## config.mk

```make
export PLATFORM = sky130hd
export DESIGN_NAME = intersection_fsm_flat
export DESIGN_NICKNAME = d
export VERILOG_FILES = /design/src/rtl/intersection_fsm_if.sv /design/src/rtl/intersection_fsm.sv /design/src/flat_wrapper.sv
export SDC_FILE = /design/constraint.sdc
export NUM_CORES = 1
export LEC_CHECK = 0
export CORE_AREA = 2 2 39 41
export CTS_BUF_LIST = sky130_fd_sc_hd__clkbuf_8
export DETAILED_ROUTE_END_ITERATION = 10
export DIE_AREA = 0 0 41 43
export PLACE_DENSITY = 0.76
export SYNTH_ARGS = -nofsm -noshare
export SYNTH_HDL_FRONTEND = slang
export SYNTH_SLANG_ARGS = --single-unit
export TNS_END_PERCENT = 100
```

## constraint.sdc

```tcl
create_clock -name CLOCK_50 -period 1.75 [get_ports CLOCK_50]
set_input_delay 0.2625 -clock CLOCK_50 [delete_from_list [all_inputs] [get_ports CLOCK_50]]
set_output_delay 0.2625 -clock CLOCK_50 [all_outputs]
set_load 0.1 [all_outputs]
```

## src/rtl/intersection_fsm_if.sv

```systemverilog
// Handshake bundle between the intersection sequencer and its driver/observer.
// Master drives tick/requests/hold; the sequencer (slave) returns phase status.
interface intersection_fsm_if;
  logic       tick;
  logic [1:0] left_req;
  logic       hold;
  logic [2:0] state;
  logic [3:0] remaining;
  logic       state_change;
  logic [1:0] left_pending;

  modport master (
    output tick, left_req, hold,
    input  state, remaining, state_change, left_pending
  );

  modport slave (
    input  tick, left_req, hold,
    output state, remaining, state_change, left_pending
  );
endinterface

```

## src/rtl/intersection_fsm.sv

```systemverilog
// Eight-phase four-way intersection sequencer stepped by a 1 Hz tick.
// Left-arrow phases are inserted only when a turn request is pending.
module intersection_fsm #(
  parameter int T_GREEN  = 8,
  parameter int T_YELLOW = 3,
  parameter int T_ALLRED = 1,
  parameter int T_LEFT   = 4
) (
  input  logic               CLOCK_50,
  input  logic               resetn,
  intersection_fsm_if.slave  bus
);

  typedef enum logic [2:0] {
    PH_NS_GRN   = 3'd0,
    PH_NS_YEL   = 3'd1,
    PH_ALLRED_N = 3'd2,
    PH_EW_LEFT  = 3'd3,
    PH_EW_GRN   = 3'd4,
    PH_EW_YEL   = 3'd5,
    PH_ALLRED_E = 3'd6,
    PH_NS_LEFT  = 3'd7
  } phase_e;

  // Out-of-range dwells are clamped so remaining never reaches 0.
  function automatic logic [3:0] clamp_dwell(input int v);
    if (v < 1)       return 4'd1;
    else if (v > 15) return 4'd15;
    else             return 4'(v);
  endfunction

  localparam logic [3:0] D_GREEN  = clamp_dwell(T_GREEN);
  localparam logic [3:0] D_YELLOW = clamp_dwell(T_YELLOW);
  localparam logic [3:0] D_ALLRED = clamp_dwell(T_ALLRED);
  localparam logic [3:0] D_LEFT   = clamp_dwell(T_LEFT);

  function automatic logic [3:0] dwell(input phase_e p);
    case (p)
      PH_NS_GRN, PH_EW_GRN:     return D_GREEN;
      PH_NS_YEL, PH_EW_YEL:     return D_YELLOW;
      PH_ALLRED_N, PH_ALLRED_E: return D_ALLRED;
      default:                  return D_LEFT;
    endcase
  endfunction

  phase_e     state_q, state_d, next_ph;
  logic [3:0] remaining_q, remaining_d;
  logic       state_change_q, state_change_d;
  logic [1:0] left_pending_q, left_pending_d;
  logic [1:0] want_left, own_phase;
  logic       eff_tick;

  always_ff @(posedge CLOCK_50 or negedge resetn) begin
    if (!resetn) begin
      state_q        <= PH_NS_GRN;
      remaining_q    <= D_GREEN;
      state_change_q <= 1'b0;
      left_pending_q <= 2'b00;
    end else begin
      state_q        <= state_d;
      remaining_q    <= remaining_d;
      state_change_q <= state_change_d;
      left_pending_q <= left_pending_d;
    end
  end

  always_comb begin
    state_d        = state_q;
    remaining_d    = remaining_q;
    state_change_d = 1'b0;
    next_ph        = state_q;
    eff_tick       = bus.tick & ~bus.hold;
    // A request arriving in the deciding cycle still earns its left arrow.
    want_left      = left_pending_q | bus.left_req;
    own_phase      = {state_q == PH_EW_LEFT, state_q == PH_NS_LEFT};

    case (state_q)
      PH_NS_GRN:   next_ph = PH_NS_YEL;
      PH_NS_YEL:   next_ph = PH_ALLRED_N;
      PH_ALLRED_N: next_ph = want_left[1] ? PH_EW_LEFT : PH_EW_GRN;
      PH_EW_LEFT:  next_ph = PH_EW_GRN;
      PH_EW_GRN:   next_ph = PH_EW_YEL;
      PH_EW_YEL:   next_ph = PH_ALLRED_E;
      PH_ALLRED_E: next_ph = want_left[0] ? PH_NS_LEFT : PH_NS_GRN;
      PH_NS_LEFT:  next_ph = PH_NS_GRN;
      default:     next_ph = PH_NS_GRN;
    endcase

    if (eff_tick) begin
      if (remaining_q == 4'd1) begin
        state_d        = next_ph;
        remaining_d    = dwell(next_ph);
        state_change_d = 1'b1;
      end else begin
        remaining_d = remaining_q - 4'd1;
      end
    end

    left_pending_d = left_pending_q | (bus.left_req & ~own_phase);
    if (state_change_d && state_d == PH_EW_LEFT) left_pending_d[1] = 1'b0;
    if (state_change_d && state_d == PH_NS_LEFT) left_pending_d[0] = 1'b0;
  end

  assign bus.state        = state_q;
  assign bus.remaining    = remaining_q;
  assign bus.state_change = state_change_q;
  assign bus.left_pending = left_pending_q;

endmodule

```

## src/flat_wrapper.sv

```systemverilog
// flat-port wrapper written by rule: the top's interface ports become plain ports
module intersection_fsm_flat 
#(
  parameter int T_GREEN  = 8,
  parameter int T_YELLOW = 3,
  parameter int T_ALLRED = 1,
  parameter int T_LEFT   = 4
)
  (CLOCK_50, resetn, bus_tick, bus_left_req, bus_hold, bus_state, bus_remaining, bus_state_change, bus_left_pending);
  intersection_fsm_if bus_i ();
  input  logic CLOCK_50;
  input  logic resetn;
  input wire logic [$bits(bus_i.tick)-1:0] bus_tick;
  input wire logic [$bits(bus_i.left_req)-1:0] bus_left_req;
  input wire logic [$bits(bus_i.hold)-1:0] bus_hold;
  output wire logic [$bits(bus_i.state)-1:0] bus_state;
  output wire logic [$bits(bus_i.remaining)-1:0] bus_remaining;
  output wire logic [$bits(bus_i.state_change)-1:0] bus_state_change;
  output wire logic [$bits(bus_i.left_pending)-1:0] bus_left_pending;
  assign bus_i.tick = bus_tick;
  assign bus_i.left_req = bus_left_req;
  assign bus_i.hold = bus_hold;
  assign bus_state = bus_i.state;
  assign bus_remaining = bus_i.remaining;
  assign bus_state_change = bus_i.state_change;
  assign bus_left_pending = bus_i.left_pending;
  intersection_fsm #(.T_GREEN(T_GREEN), .T_YELLOW(T_YELLOW), .T_ALLRED(T_ALLRED), .T_LEFT(T_LEFT)) u_core (.CLOCK_50(CLOCK_50), .resetn(resetn), .bus(bus_i));
endmodule
```

==> impl_metrics.ini <==
[worst_setup_path]
critPathBufInv = 1
cp_data_arrival_time_ns = 1.81
slowest_delay_ns = 0.47
start_kind = register
end_kind = register
crit_type = register to register
worstPathMaxFanout = 6
cp_top_family = simple AND/OR/NAND/NOR gates
path_cells = inv_2 -> ha_4 -> or3b_4 -> or3_1 -> a31oi_1
crit_slowest_cell = dfrtp_4
crit_required_ns = 1.90

[synthesis]
synth_top_area_frac = 0.3673
netlist_area_um2 = 613.1
ys.flop_type = dfrtp_1
syn_avg_cell_area_um2 = 9.889
syn_inst = 62
synth_area_leaders = dfrtp_1, dfstp_2, a31oi_1
synth_top_area_cell = dfrtp_1
synthesis.nets = 70
synth_warnings = 0
synth-seq-area-share = 0.4102
synth_edf_count = 0
yosys.cell_types.count = 30
ys_ff_latch = 10
async_flop_share = 1.000

[outcome]
status = finished clean

[placed_design]
hpwlAfterDp_um = 1004
post-place-cells = 92
pre_cts_ws_ns = 0.03618
port_buffers = 15
place_congestion = 0.7937

[sta]
rsz0062_at_grt = false
hold_viol_final = 0
tightest_slew_ns = 0.4626
maxSlewHeadroom = 0.6906
timing.final.crit_period_ns = 1.661
worst_slack_ns = 0.08858
slew_viol_final = 0
fin_skew_ns = 0.002866
fmax_mhz = 601.9
post-route-period-util = 0.9494
fin_setup_tns_ns = 0
finalSetupViolations = 0

[grt]
grtUsageTotal = 0.1982
grt_antenna_before_repair = 0
grt_pass1_vias = 551
grt_pass1_wl_um = 2352
grt-ovfl-total = 0
grt_max_degree = 13

[floorplan]
coreArea_um2 = 1384
rows = 14
start_util = 0.4430
die_w_um = 41
die_h_um = 43
fp.dieArea_um2 = 1763
io_pins = 16

[clock_tree]
htreeDepth = 1
cts_hold_buffers = 0
cts_resized = 0
cts_sinks = 10
cts_tree = done
post_cts_buffers = 0
clk_root_buffer_cell = clkbuf_8
clockBufferDepth = 2
clkLatencyLatePin_ns = 0.24
clk_transition_reported_paths_ns = 0.05
cts_inserted_buffers = 3

[layout]
layout-drive-gt1-share = 0.3780
syn2layout_area_growth_pct = 55.51
stdcell_count = 98
antenna-diode-count = 0
final_nets = 91

[pwr]
irDropWorstVdd_v = 0.0009973
powerDensity_nw_per_um2 = 2010
power_mw = 1.917
p_leak_nw = 0.3612

[detailed_routing]
detail_route.first_pass.iterations = 4
wl_per_cell_um = 14.40
drt_first_iter_violations = 15
wl_um = 1411
drcViolationCount = 0
drt-vias-per-instance = 5.816
vias = 570
ant_nets = 0

[worst_hold_path]
worst_hold_path_type = primary input to asynchronous set/reset pin

[flow_run]
max_cap_violations = 0
## logic make-up after synthesis
group	after synthesis	share of synthesized area
compound gates	18	0.2429
fa+ha+maj	2	0.04081
buf+inv	6	0.04898
flops	10	0.4102
simple gates	26	0.2571
## sequential cells by signal (all words and copies together) (netlist names)
| signal | cells |
|---|---|
| u_core.bus.left_pending | 2 |
| u_core.bus.state | 3 |
| u_core.bus.state_change | 1 |
| u_core.bus.remaining | 4 |
## cells in the mapped netlist (2+ instances only)
| cell | instances |
|---|---|
| dfrtp_1 | 9 |
| nor2_1 | 6 |
| a31oi_1 | 4 |
| inv_1 | 3 |
| nand2b_1 | 3 |
| nand3b_1 | 3 |
| or3_1 | 3 |
| a21oi_1 | 2 |
| clkbuf_1 | 2 |
| ha_1 | 2 |
| nand2_1 | 2 |
| nor2b_1 | 2 |
| nor4b_1 | 2 |
| o21ai_0 | 2 |
| o31ai_1 | 2 |
## where the power goes
| part | leakage [nW] | total (mW) | internal [mW] | switching, mW |
|---|---|---|---|---|
| Sequential | 0.109 | 0.510 | 0.332 | 0.178 |
| Combinational | 0.225 | 1.16 | 0.441 | 0.719 |
| Clock | 0.0269 | 0.246 | 0.154 | 0.0924 |
## per-layer routing
layer | global-route usage | part of all wire | up-vias
li1 | - | - | 272
met1 | 0.2599 | 0.45 | 280
met2 | 0.2906 | 0.51 | 16
met3 | 0.04712 | 0.035 | 2
met4 | 0.1000 | 0.0092 | 0
met5 | 0 | 0 | -
## layout by cell type (no fill, tap or decap), drive strengths merged
cell type	instances
nor4b	2
o41ai	1
nand3	1
nand3b	3
o31ai	3
clkbuf	3
a21boi	1
or3	3
nor3	1
buf	13
nor2b	2
a32oi	1
a22o	1
o21ba	1
nor2	6
clkdlybuf4s50	5
nor3b	1
o21ai	3
nand2b	3
nand2	2
dfstp	1
a21oi	2
or3b	3
ha	2
dfrtp	9
inv	4
a221o	1
a31oi	4
## area by class of cell
type	instances	area (µm²)
Clock buffer	3	41.29
Clock inverter	1	3.754
Fill cell	95	430.4
Inverter	3	11.26
Multi-Input combinational cell	47	352.8
Sequential cell	10	264.0
Tap cell	16	20.02
Timing Repair Buffer	18	260.3
## through the flow
| step | cell area, µm² | util | hold WS, ns |
|---|---|---|---|
| 2_1_floorplan | 638.1 | - | -0.03309 |
| 6_report | 953.4 | 0.6890 | 0.3468 |
| 4_1_cts | 937.1 | 0.6772 | 0.3598 |
| 3_5_place_dp | 892.1 | 0.6447 | 0.6037 |
| 5_1_grt | 953.4 | 0.6890 | 0.3893 |
| 3_3_place_gp | 892.1 | 0.6447 | 0.5993 |
## worst paths after layout
path	slack [ns]	cells past startpoint	to	startpoint
setup / recovery	0.09	5	u_core.bus.remaining[1]	u_core.bus.remaining[1]
hold / removal	0.35	1	u_core.bus.left_pending[0]	resetn
setup reg to reg	0.09	5	u_core.bus.remaining[1]	u_core.bus.remaining[1]
hold reg to reg	0.61	1	u_core.bus.state[2]	u_core.bus.state[2]
max in group asynchronous	1.05	1	u_core.bus.remaining[0]	resetn
min in group CLOCK_50	0.61	1	u_core.bus.state[2]	u_core.bus.state[2]
Note: power is estimated with default switching activity, not from simulation.
